===== config.mk =====
export PLATFORM = sky130hd
export DESIGN_NAME = sram_like_arbiter
export DESIGN_NICKNAME = d
export VERILOG_FILES = /design/src/rtl/sram_like_arbiter.sv
export SDC_FILE = /design/constraint.sdc
export NUM_CORES = 1
export LEC_CHECK = 0
export BUFFER_PORTS_ARGS = -buffer_cell sky130_fd_sc_hd__buf_2
export CORE_AREA = 2 2 126 128
export DETAILED_ROUTE_END_ITERATION = 12
export DIE_AREA = 0 0 128 130
export HOLD_SLACK_MARGIN = 0.06
export SYNTH_ARGS = -nofsm -noshare
export SYNTH_HDL_FRONTEND = slang
export SYNTH_SLANG_ARGS = --single-unit
export TNS_END_PERCENT = 50

===== constraint.sdc =====
create_clock -name clk -period 7.76 [get_ports clk]
set_input_delay 0.388 -clock clk [delete_from_list [all_inputs] [get_ports clk]]
set_output_delay 0.388 -clock clk [all_outputs]
set_load 0.03 [all_outputs]

===== src/rtl/sram_like_arbiter.sv =====
// Shares one SRAM-like slave port between instruction and data requesters:
// data-priority grant locked until accept, in-order response routing via an owner FIFO.
module sram_like_arbiter #(
  parameter int OUTSTANDING = 4,
  parameter int CNT_W       = 3
) (
  input  logic             clk,
  input  logic             resetn,
  input  logic             inst_req,
  input  logic             inst_wr,
  input  logic [1:0]       inst_size,
  input  logic [31:0]      inst_addr,
  input  logic [3:0]       inst_wstrb,
  input  logic [31:0]      inst_wdata,
  output logic             inst_addr_ok,
  output logic             inst_data_ok,
  output logic [31:0]      inst_rdata,
  input  logic             data_req,
  input  logic             data_wr,
  input  logic [1:0]       data_size,
  input  logic [31:0]      data_addr,
  input  logic [3:0]       data_wstrb,
  input  logic [31:0]      data_wdata,
  output logic             data_addr_ok,
  output logic             data_data_ok,
  output logic [31:0]      data_rdata,
  output logic             slv_req,
  output logic             slv_wr,
  output logic [1:0]       slv_size,
  output logic [31:0]      slv_addr,
  output logic [3:0]       slv_wstrb,
  output logic [31:0]      slv_wdata,
  input  logic             slv_addr_ok,
  input  logic             slv_data_ok,
  input  logic [31:0]      slv_rdata,
  output logic [CNT_W-1:0] outstanding_cnt,
  output logic             resp_err
);

  localparam int PTR_W = (OUTSTANDING > 1) ? $clog2(OUTSTANDING) : 1;

  typedef enum logic [1:0] {S_IDLE, S_LOCK_D, S_LOCK_I} state_e;

  state_e           state_q, state_d;
  logic [PTR_W-1:0] wptr_q, wptr_d, rptr_q, rptr_d;
  logic [CNT_W-1:0] cnt_q, cnt_d;
  logic             resp_err_q, resp_err_d;
  logic             owner_mem [OUTSTANDING];

  logic fifo_full, fifo_empty;
  logic grant_data, grant_inst;
  logic push, pop, head_owner;

  assign fifo_full  = (cnt_q == CNT_W'(OUTSTANDING));
  assign fifo_empty = (cnt_q == '0);

  // Grants are forced off while reset is asserted so no request escapes during reset.
  always_comb begin
    grant_data = 1'b0;
    grant_inst = 1'b0;
    if (resetn) begin
      case (state_q)
        S_IDLE: begin
          if (!fifo_full) begin
            if (data_req)      grant_data = 1'b1;
            else if (inst_req) grant_inst = 1'b1;
          end
        end
        S_LOCK_D: grant_data = 1'b1;
        S_LOCK_I: grant_inst = 1'b1;
        default: ;
      endcase
    end
  end

  always_comb begin
    slv_req   = ~fifo_full & ((grant_data & data_req) | (grant_inst & inst_req));
    slv_wr    = 1'b0;
    slv_size  = '0;
    slv_addr  = '0;
    slv_wstrb = '0;
    slv_wdata = '0;
    if (grant_data) begin
      slv_wr    = data_wr;
      slv_size  = data_size;
      slv_addr  = data_addr;
      slv_wstrb = data_wstrb;
      slv_wdata = data_wdata;
    end else if (grant_inst) begin
      slv_wr    = inst_wr;
      slv_size  = inst_size;
      slv_addr  = inst_addr;
      slv_wstrb = inst_wstrb;
      slv_wdata = inst_wdata;
    end
  end

  assign push         = slv_req & slv_addr_ok;
  assign pop          = slv_data_ok & ~fifo_empty;
  assign head_owner   = owner_mem[rptr_q];
  assign data_addr_ok = grant_data & push;
  assign inst_addr_ok = grant_inst & push;
  assign data_data_ok = pop & head_owner;
  assign inst_data_ok = pop & ~head_owner;
  assign inst_rdata   = resetn ? slv_rdata : '0;
  assign data_rdata   = resetn ? slv_rdata : '0;

  always_comb begin
    state_d = state_q;
    case (state_q)
      S_IDLE: begin
        if (grant_data && !push)      state_d = S_LOCK_D;
        else if (grant_inst && !push) state_d = S_LOCK_I;
      end
      S_LOCK_D, S_LOCK_I: begin
        if (push) state_d = S_IDLE;
      end
      default: state_d = S_IDLE;
    endcase
  end

  // A response with nothing outstanding is dropped and latched as an error.
  always_comb begin
    wptr_d     = wptr_q + PTR_W'(push);
    rptr_d     = rptr_q + PTR_W'(pop);
    cnt_d      = cnt_q + CNT_W'(push) - CNT_W'(pop);
    resp_err_d = resp_err_q | (slv_data_ok & fifo_empty);
  end

  always_ff @(posedge clk or negedge resetn) begin
    if (!resetn) begin
      state_q    <= S_IDLE;
      wptr_q     <= '0;
      rptr_q     <= '0;
      cnt_q      <= '0;
      resp_err_q <= 1'b0;
    end else begin
      state_q    <= state_d;
      wptr_q     <= wptr_d;
      rptr_q     <= rptr_d;
      cnt_q      <= cnt_d;
      resp_err_q <= resp_err_d;
    end
  end

  always_ff @(posedge clk) begin
    if (push) owner_mem[wptr_q] <= grant_data;
  end

  assign outstanding_cnt = cnt_q;
  assign resp_err        = resp_err_q;

endmodule


==> results.toml, run 1 <==
[run]
cap_violations = 0

[timing]
hold_viol = 0
max_freq_mhz = 299
whs_ps = 195
setup-tns-final_ps = 0
slew_viol_final = 0
period_minus_slack_ps = 3350
min_period_over_period_pct = 43.1
fin_skew_ps = 5.81
grt_setup_unrepaired = "false"
final-setup-viol-count = 0
tightest_slew_ps = 830
relSlewSlack_pct = 44.5

[logic_synthesis]
synth_edf_count = 4
ys_ff_latch = 14
syn_nets = 414
yosys-top-cells-area = "a22o_2 (16%), a22o_1 (15%), dfrtp_1 (12%)"
yosys.area.top_type = "a22o_2"
synth.distinct_cells = 36
syn_inst = 226
synth.top_cell.area_share_pct = 15.7
syn_avg_cell_area_um2 = 9.57
syn_area_um2 = 2160
ys_seq_area_share_pct = 17.1
synth.most_common_cell = "a22o_1"
synthFlopType = "dfrtp_1"
yosysWarnings = 0
synth_common_cells = "a22o_1 (37), a22o_2 (34), and2_1 (34), buf_4 (32), dfrtp_1 (10)"
async_flop_share_pct = 71.4

[power]
cellPowerDensity_nw_per_um2 = 296
internal_power_uw = 465
p_leak_nw = 2.16
seqPwrFrac_pct = 12.8
sw_frac_of_total_pct = 56.5
share_comb_of_total_power_pct = 78.2
p_switching_uw = 604
p_clk_share_pct = 9.0
ir_worst_vdd_mv = 0.155

[final_layout]
syn2layout_area_growth_pct = 67.0
regArea_um2 = 370
fillers = 1738
n_antenna_cell = 0
drive_gt1_share_pct = 72.9
nNetsFinal = 691
utilization_pct = 23.4
final_area_um2 = 3610
multi_input_area_um2 = 1270

[cts]
cts_root_buffer = "clkbuf_16"
clk_path_buf_depth = 2
clock_sinks = 14
postCtsSetupRepairBufs = 0
holdBufCountCts = 0
htreeDepth = 1
cts.reportedPaths.clkPinSlew_ps = 50
cts_made_buffers = 3
cts_tree = "built"
clk_latency_ps = 240
cts_resized = 0

[worst_setup_path]
critPathKind = "reg2out"
crit_fanout = 41
required_ps = 7370
end_kind = "output pin"
arrival_ps = 2960
cp-start-kind = "flip-flop"
crit_chain = "inv_1 -> ha_1 -> a31oi_4 -> nor2b_4 -> buf_4 -> a22o_1 -> buf_2"
crit_slowest_cell = "nor2b_4"
cpPeakStageDelay_ps = 670

[placed_design]
dp_hpwl_um = 8690
gp_congestion = 0.916
placed_cell_area_um2 = 3530
portBuffers = 323

[grt]
antenna_found_initial = 0
grt_max_degree = 72
grt_pass1_vias = 2548
grt_use_total_pct = 10.6
grt_overflow = 0
grt_pass1_wl_um = 13900

[die]
die_height_um = 130
rows = 46
pin_count = 324
die_w_um = 128
dieArea_um2 = 16600
initial_utilization_pct = 14.0
core_um2 = 15400

[hold_path]
worstHoldPathType = "in2async"

[detailed_routing]
drtIter0Drc = 75
final_antenna_net_count = 0
detail_route.vias_per_cell = 4.11
wl_per_cell_um = 15.0
wl_um = 10400
vias = 2852
dr.pass1.iters = 5
drc = 0

[run_status]
status = "finished, final reports clean"
## final timing paths
path	startpoint	to	slack, ps	cells past startpoint
setup / recovery	state_q[0]	slv_size[1]	4410	7
hold / removal	resetn	outstanding_cnt[0]	190	1
setup reg to reg	state_q[0]	outstanding_cnt[2]	5010	11
hold reg to reg	resp_err	resp_err	450	1
max in group asynchronous	resetn	rptr_q[1]	7120	1
min in group clk	slv_data_ok	resp_err	360	2
## flip-flops by register name, indices dropped and copies added (netlist names)
name,count
rptr_q,2
state_q,2
outstanding_cnt,3
owner_mem,4
wptr_q,2
resp_err,1
## area by class of cell
type                    count  area share, %
clock buffers               4           2.18
flip-flops and latches     14           10.2
inverters                   7          0.727
multi-input cells         153           35.2
repair buffers            324           44.9
well taps                 192           6.65
## power by group through the flow
stage / clock (mW) / sequential (mW) / combinational [mW]
2_1_floorplan: 0 / 0.153 / 0.649
3_3_place_gp: 0 / 0.138 / 0.836
3_5_place_dp: 0 / 0.138 / 0.840
4_1_cts: 0.0984 / 0.138 / 0.845
5_1_grt: 0.102 / 0.144 / 0.891
6_report: 0.0960 / 0.137 / 0.836
## kinds of logic after synthesis
group	Yosys count	synth area share [%]
buffers and inverters	59	24.2
AOI/OAI and AO/OA	81	34.6
xor gates and xnor gates	4	1.62
DFF	14	17.1
adders and majority gates	8	4.97
and+or+nand+nor	58	15.9
muxes	2	1.50
## cell usage in the layout (no fill, tap or decap)
master / count
a31oi_4: 1
and2_1: 34
nand3b_1: 1
mux2i_1: 1
mux4_2: 1
xnor2_1: 2
nand4_1: 1
edfxtp_1: 4
clkbuf_1: 1
and3_4: 1
a22o_1: 37
o21a_1: 1
clkbuf_16: 3
and3_1: 1
buf_2: 323
nor3b_1: 1
nor3_1: 3
ha_1: 7
nor2b_4: 1
nor2b_1: 1
nor2_1: 4
buf_4: 1
inv_1: 7
o221ai_1: 2
or3b_4: 1
nand2_1: 8
o21bai_1: 1
o21ai_0: 2
fa_1: 1
a21o_1: 1
a22o_2: 34
xor2_1: 2
a21oi_1: 1
a211o_1: 1
nand2b_1: 1
dfrtp_1: 10
## stage by stage
stage                     cells  power (mW)  worst slack [ps]
final                       694        1.07              4410
after global routing        694        1.14              4190
after CTS                   694        1.08              4370
after detailed placement    690       0.979              4540
after global placement      690       0.974              4590
after floorplan             226       0.802              5220
## worst max-delay path: cells and delay by family, from the launching register on
kind | cells | cell delay (ps)
buffers and inverters | 3 | 840
and+or+nand+nor | 1 | 670
AOI/OAI and AO/OA | 2 | 420
DFF | 1 | 390
adders and majority gates | 1 | 350
## layer usage
metal	vias up	wire, um	track usage, %
li1	1357	-	-
met1	1287	4100	12.3
met2	200	5230	20.4
met3	8	939	1.60
met4	0	158	2.39
met5	-	0	0
Note: power is estimated with default switching activity, not from simulation.
==> run 2: changes to the inputs <==
Settings changed: CORE_AREA 2 2 126 128 to 2 2 127 129, DIE_AREA 0 0 128 130 to 0 0 129 131.
Clock period 7.76 ns to 2.95 ns, I/O delays scaled along.
==> run 2 against run 1 <==
Critical path depth rose by 4; clock skew is 2.9 ps lower; clock power rose to 2.7 times the previous value; setup slack worse by 4100 ps; power rose to 2.7 times the previous value; wire length increased by 7.2%; sequential power rose to 2.7 times the previous value; via count rose by 1.7%; critical path type is now reg2reg; critical endpoint is now outstanding_cnt[2].
==> results.toml, run 2 (synthesis gave the netlist of run 1 again) <==
[detailed_routing]
drc = 0
vias = 2900
drtIter0Drc = 48
wl_um = 11200
detail_route.vias_per_cell = 3.99
final_antenna_net_count = 0
wl_per_cell_um = 15.4
dr.pass1.iters = 4

[power]
p_switching_mw = 1.63
internal_power_mw = 1.25
ir_worst_vdd_mv = 0.511
share_comb_of_total_power_pct = 78.1
p_clk_share_pct = 9.0
sw_frac_of_total_pct = 56.6
p_total_mw = 2.88
seqPwrFrac_pct = 12.9
cellPowerDensity_nw_per_um2 = 777
p_leak_nw = 2.19

[timing]
fin_skew_ps = 2.90
slew_viol_final = 0
hold_viol = 0
relSlewSlack_pct = 64.3
grt_setup_unrepaired = "false"
period_minus_slack_ps = 2650
tightest_slew_ps = 536
max_freq_mhz = 377
final-setup-viol-count = 0
min_period_over_period_pct = 90.0
setup-tns-final_ps = 0

[grt]
grt_use_total_pct = 11.4
antenna_found_initial = 5
grt_overflow = 0
grt_pass1_vias = 2660
grt_max_degree = 72
grt_pass1_wl_um = 14700

[cts]
clk_latency_ps = 250
clock_sinks = 14
cts_root_buffer = "clkbuf_16"
clk_path_buf_depth = 2
htreeDepth = 1
cts_tree = "built"
postCtsSetupRepairBufs = 0
cts_made_buffers = 3
cts.reportedPaths.clkPinSlew_ps = 50

[run]
cap_violations = 0

[final_layout]
nNetsFinal = 695
instances_no_fill = 727
mostFrequentLayoutCells = "buf_2 (323), a22o_1 (37), a22o_2 (34), and2_1 (34), dfrtp_1 (10)"
final_common_cell = "buf_2"
drive_gt1_share_pct = 72.9
largest_reg_flops = 4
largest_register = "owner_mem"
syn2layout_area_growth_pct = 71.3

[worst_setup_path]
cp-start-kind = "flip-flop"
r2r_slack_ps = 300
required_ps = 3070
rr_endpoint = "outstanding_cnt[2]"
r2r-start = "state_q[0]"
arrival_ps = 2770
end_kind = "flip-flop"
crit_fanout = 7
critPathKind = "reg2reg"
r2r_cells = 11

[placed_design]
portBuffers = 323
gp_congestion = 0.815
placed_cells = 717
dp_hpwl_um = 9680

[hold_path]
min_from = "slv_data_ok"
worstHoldPathType = "in2reg"
hold_end = "resp_err"
holdPathStages = 2

[die]
pin_count = 324
rows = 46
initial_utilization_pct = 13.9
die_w_um = 129
die_height_um = 131
core_um2 = 15600
dieArea_um2 = 16900

[run_status]
status = "finished, final reports clean"
-- run 2: metal layers --
metal / track usage, % / up-vias / wire [um]
met1: 13.1 / 1330 / 4680
li1: - / 1375 / -
met3: 5.62 / 4 / 1350
met5: 0 / - / 0
met2: 19.8 / 191 / 5110
met4: 1.28 / 0 / 50
-- run 2: worst max path at each step --
stage,from,to,slack [ps]
after floorplan,state_q[0],outstanding_cnt[2],410
after global placement,state_q[0],outstanding_cnt[2],410
final,state_q[0],outstanding_cnt[2],300
after CTS,state_q[1],slv_addr[1],110
after global routing,state_q[0],outstanding_cnt[2],110
after detailed placement,state_q[0],outstanding_cnt[2],310
-- run 2: critical path, stage by stage (launching register included) --
cell	delay [ps]
dfrtp_1	390
inv_1	110
ha_1	280
o21ai_0	160
a211o_1	410
ha_1	300
inv_1	60
ha_1	130
inv_1	50
fa_1	380
xnor2_1	150
xnor2_1	120
-- run 2: layout make-up --
cell class                 count  area, um^2
tap                          216         270
fill                        1766       11900
multi-input combinational    153        1270
clock buffer                   3        75.1
sequential                    14         370
timing repair buffer         328        1670
clock inverter                 1        3.75
inverter                       7        26.3
antenna                        5        12.5
-- run 2: metrics by stage --
| stage | hold WS (ps) | area (um^2) | setup slack [ps] | utilization (%) |
|---|---|---|---|---|
| after global routing | 128 | 3690 | 110 | 23.7 |
| after CTS | 126 | 3690 | 107 | 23.6 |
| after global placement | 11.9 | 3600 | 406 | 23.1 |
| after detailed placement | 8.93 | 3600 | 312 | 23.1 |
| final | 129 | 3700 | 296 | 23.8 |
| after floorplan | -148 | 2160 | 410 | - |
-- run 2: what timing repair did --
action,4_1_cts,5_1_grt
endpoints found under the hold margin,6,0
endpoints found under the setup margin,0,3
hold buffers,1,0
gates resized for setup,0,1
-- run 2: power by group through the flow --
stage | Clock (mW) | Sequential (mW) | Combinational (mW)
4_1_cts | 0.266 | 0.371 | 2.27
5_1_grt | 0.275 | 0.379 | 2.40
2_1_floorplan | 0 | 0.403 | 1.71
3_3_place_gp | 0 | 0.372 | 2.24
3_5_place_dp | 0 | 0.373 | 2.25
6_report | 0.260 | 0.370 | 2.25
==> run 3: changes to the inputs <==
Settings changed: PLACE_DENSITY set to 0.55.
==> run 3 against run 2 <==
Design area grew 0.24%; register-to-register slack lost 60 ps; sequential cell count is the same; worst hold slack lost 11 ps.
==> results.toml, run 3 (synthesis gave the netlist of run 1 again) <==
[run_status]
status = "finished, final reports clean"

[final_layout]
syn2layout_area_growth_pct = 71.7
largest_register = "owner_mem"
nNetsFinal = 696
utilization_pct = 23.8
largest_reg_flops = 4
drive_gt1_share_pct = 73.0
final_common_cell = "buf_2"
mostFrequentLayoutCells = "buf_2 (323), a22o_1 (37), a22o_2 (34), and2_1 (34), dfrtp_1 (10)"
final_area_um2 = 3710

[timing]
min_period_over_period_pct = 91.9
fin_skew_ps = 5.63
tightest_slew_ps = 402
period_minus_slack_ps = 2710
hold_viol = 0
max_freq_mhz = 369
setup-tns-final_ps = 0
relSlewSlack_pct = 73.2
slew_viol_final = 0
whs_ps = 117
grt_setup_unrepaired = "false"
final-setup-viol-count = 0

[cts]
cts.reportedPaths.clkPinSlew_ps = 50
cts_root_buffer = "clkbuf_16"
cts_made_buffers = 3
htreeDepth = 1
cts_tree = "built"
clk_latency_ps = 250
clk_path_buf_depth = 2
clock_sinks = 14
postCtsSetupRepairBufs = 0

[detailed_routing]
wl_um = 10500
drc = 0
wl_per_cell_um = 14.5
vias = 2840
final_antenna_net_count = 0
dr.pass1.iters = 4
detail_route.vias_per_cell = 3.92
drtIter0Drc = 73

[die]
die_height_um = 131
die_w_um = 129
rows = 46
core_um2 = 15600
pin_count = 324
initial_utilization_pct = 13.9
dieArea_um2 = 16900

[placed_design]
placed_cell_area_um2 = 3620
gp_congestion = 0.800
dp_hpwl_um = 8900
portBuffers = 323

[grt]
grt_pass1_wl_um = 13200
antenna_found_initial = 1
grt_use_total_pct = 10.4
grt_overflow = 0
grt_max_degree = 75
grt_pass1_vias = 2362

[worst_setup_path]
cp-start-kind = "flip-flop"
crit_fanout = 8
crit_slowest_cell = "dfrtp_1"
cpLargestDelayFamily = "adder cells"
critPathBufInv = 3
critPathKind = "reg2reg"
crit_chain = "inv_1 -> ha_1 -> o21ai_0 -> a211o_1 -> ha_1 -> inv_1 -> ha_1 -> inv_1 -> fa_1 -> xnor2_1 -> xnor2_1"
required_ps = 3080
cpPeakStageDelay_ps = 400
end_kind = "flip-flop"
arrival_ps = 2840

[power]
p_total_mw = 2.91
ir_worst_vdd_mv = 0.506
cellPowerDensity_nw_per_um2 = 783
p_leak_nw = 2.20

[hold_path]
worstHoldPathType = "in2reg"

[run]
cap_violations = 0
==> run 3: routing by layer <==
layer  global-route usage (%)  part of all wire, %  vias up
met5                        0                    0        -
met3                     5.50                   14        5
met1                     12.3                   41     1278
met2                     16.8                   44      183
met4                     1.92                 0.58        0
li1                         -                    -     1374
==> run 3: timing repair <==
action                    in CTS  in global routing
hold buffers                   1                  0
hold endpoints to repair      10                  0
resized for setup              0                  0
==> run 3: worst register-to-register path, stage by stage (launching register included) <==
cell     delay [ps]
dfrtp_1         400
inv_1           110
ha_1            340
o21ai_0         190
a211o_1         400
ha_1            290
inv_1            50
ha_1            120
inv_1            40
fa_1            370
xnor2_1         140
xnor2_1         120
==> run 3: stage by stage <==
| step | std cells | setup slack, ps |
|---|---|---|
| 6_report | 725 | 238 |
| 5_1_grt | 723 | 99.5 |
| 4_1_cts | 723 | 257 |
| 3_5_place_dp | 718 | 268 |
| 3_3_place_gp | 718 | 320 |
| 2_1_floorplan | 226 | 410 |
==> run 3: power by group <==
part           internal [mW]  switching [mW]
Clock                  0.180          0.0891
Sequential             0.282          0.0800
Combinational          0.792            1.48
==> run 3: path summary, 6_finish.rpt <==
path,start,depth (start not counted),slack (ps),end
max,state_q[0],11,240,outstanding_cnt[2]
min,slv_data_ok,2,120,resp_err
max reg2reg,state_q[0],11,240,outstanding_cnt[2]
min reg2reg,resp_err,1,460,resp_err
max in group asynchronous,resetn,3,2200,rptr_q[1]
min in group asynchronous,resetn,3,460,state_q[0]
==> run 3: cell type report <==
type,count,area (um^2)
fillers,1728,11900
multi-input cells,153,1270
repair buffers,329,1690
well taps,216,270
inverters,7,26.3
flip-flops and latches,14,370
diodes,2,5.00
clock buffers,3,75.1
clock inverters,1,3.75
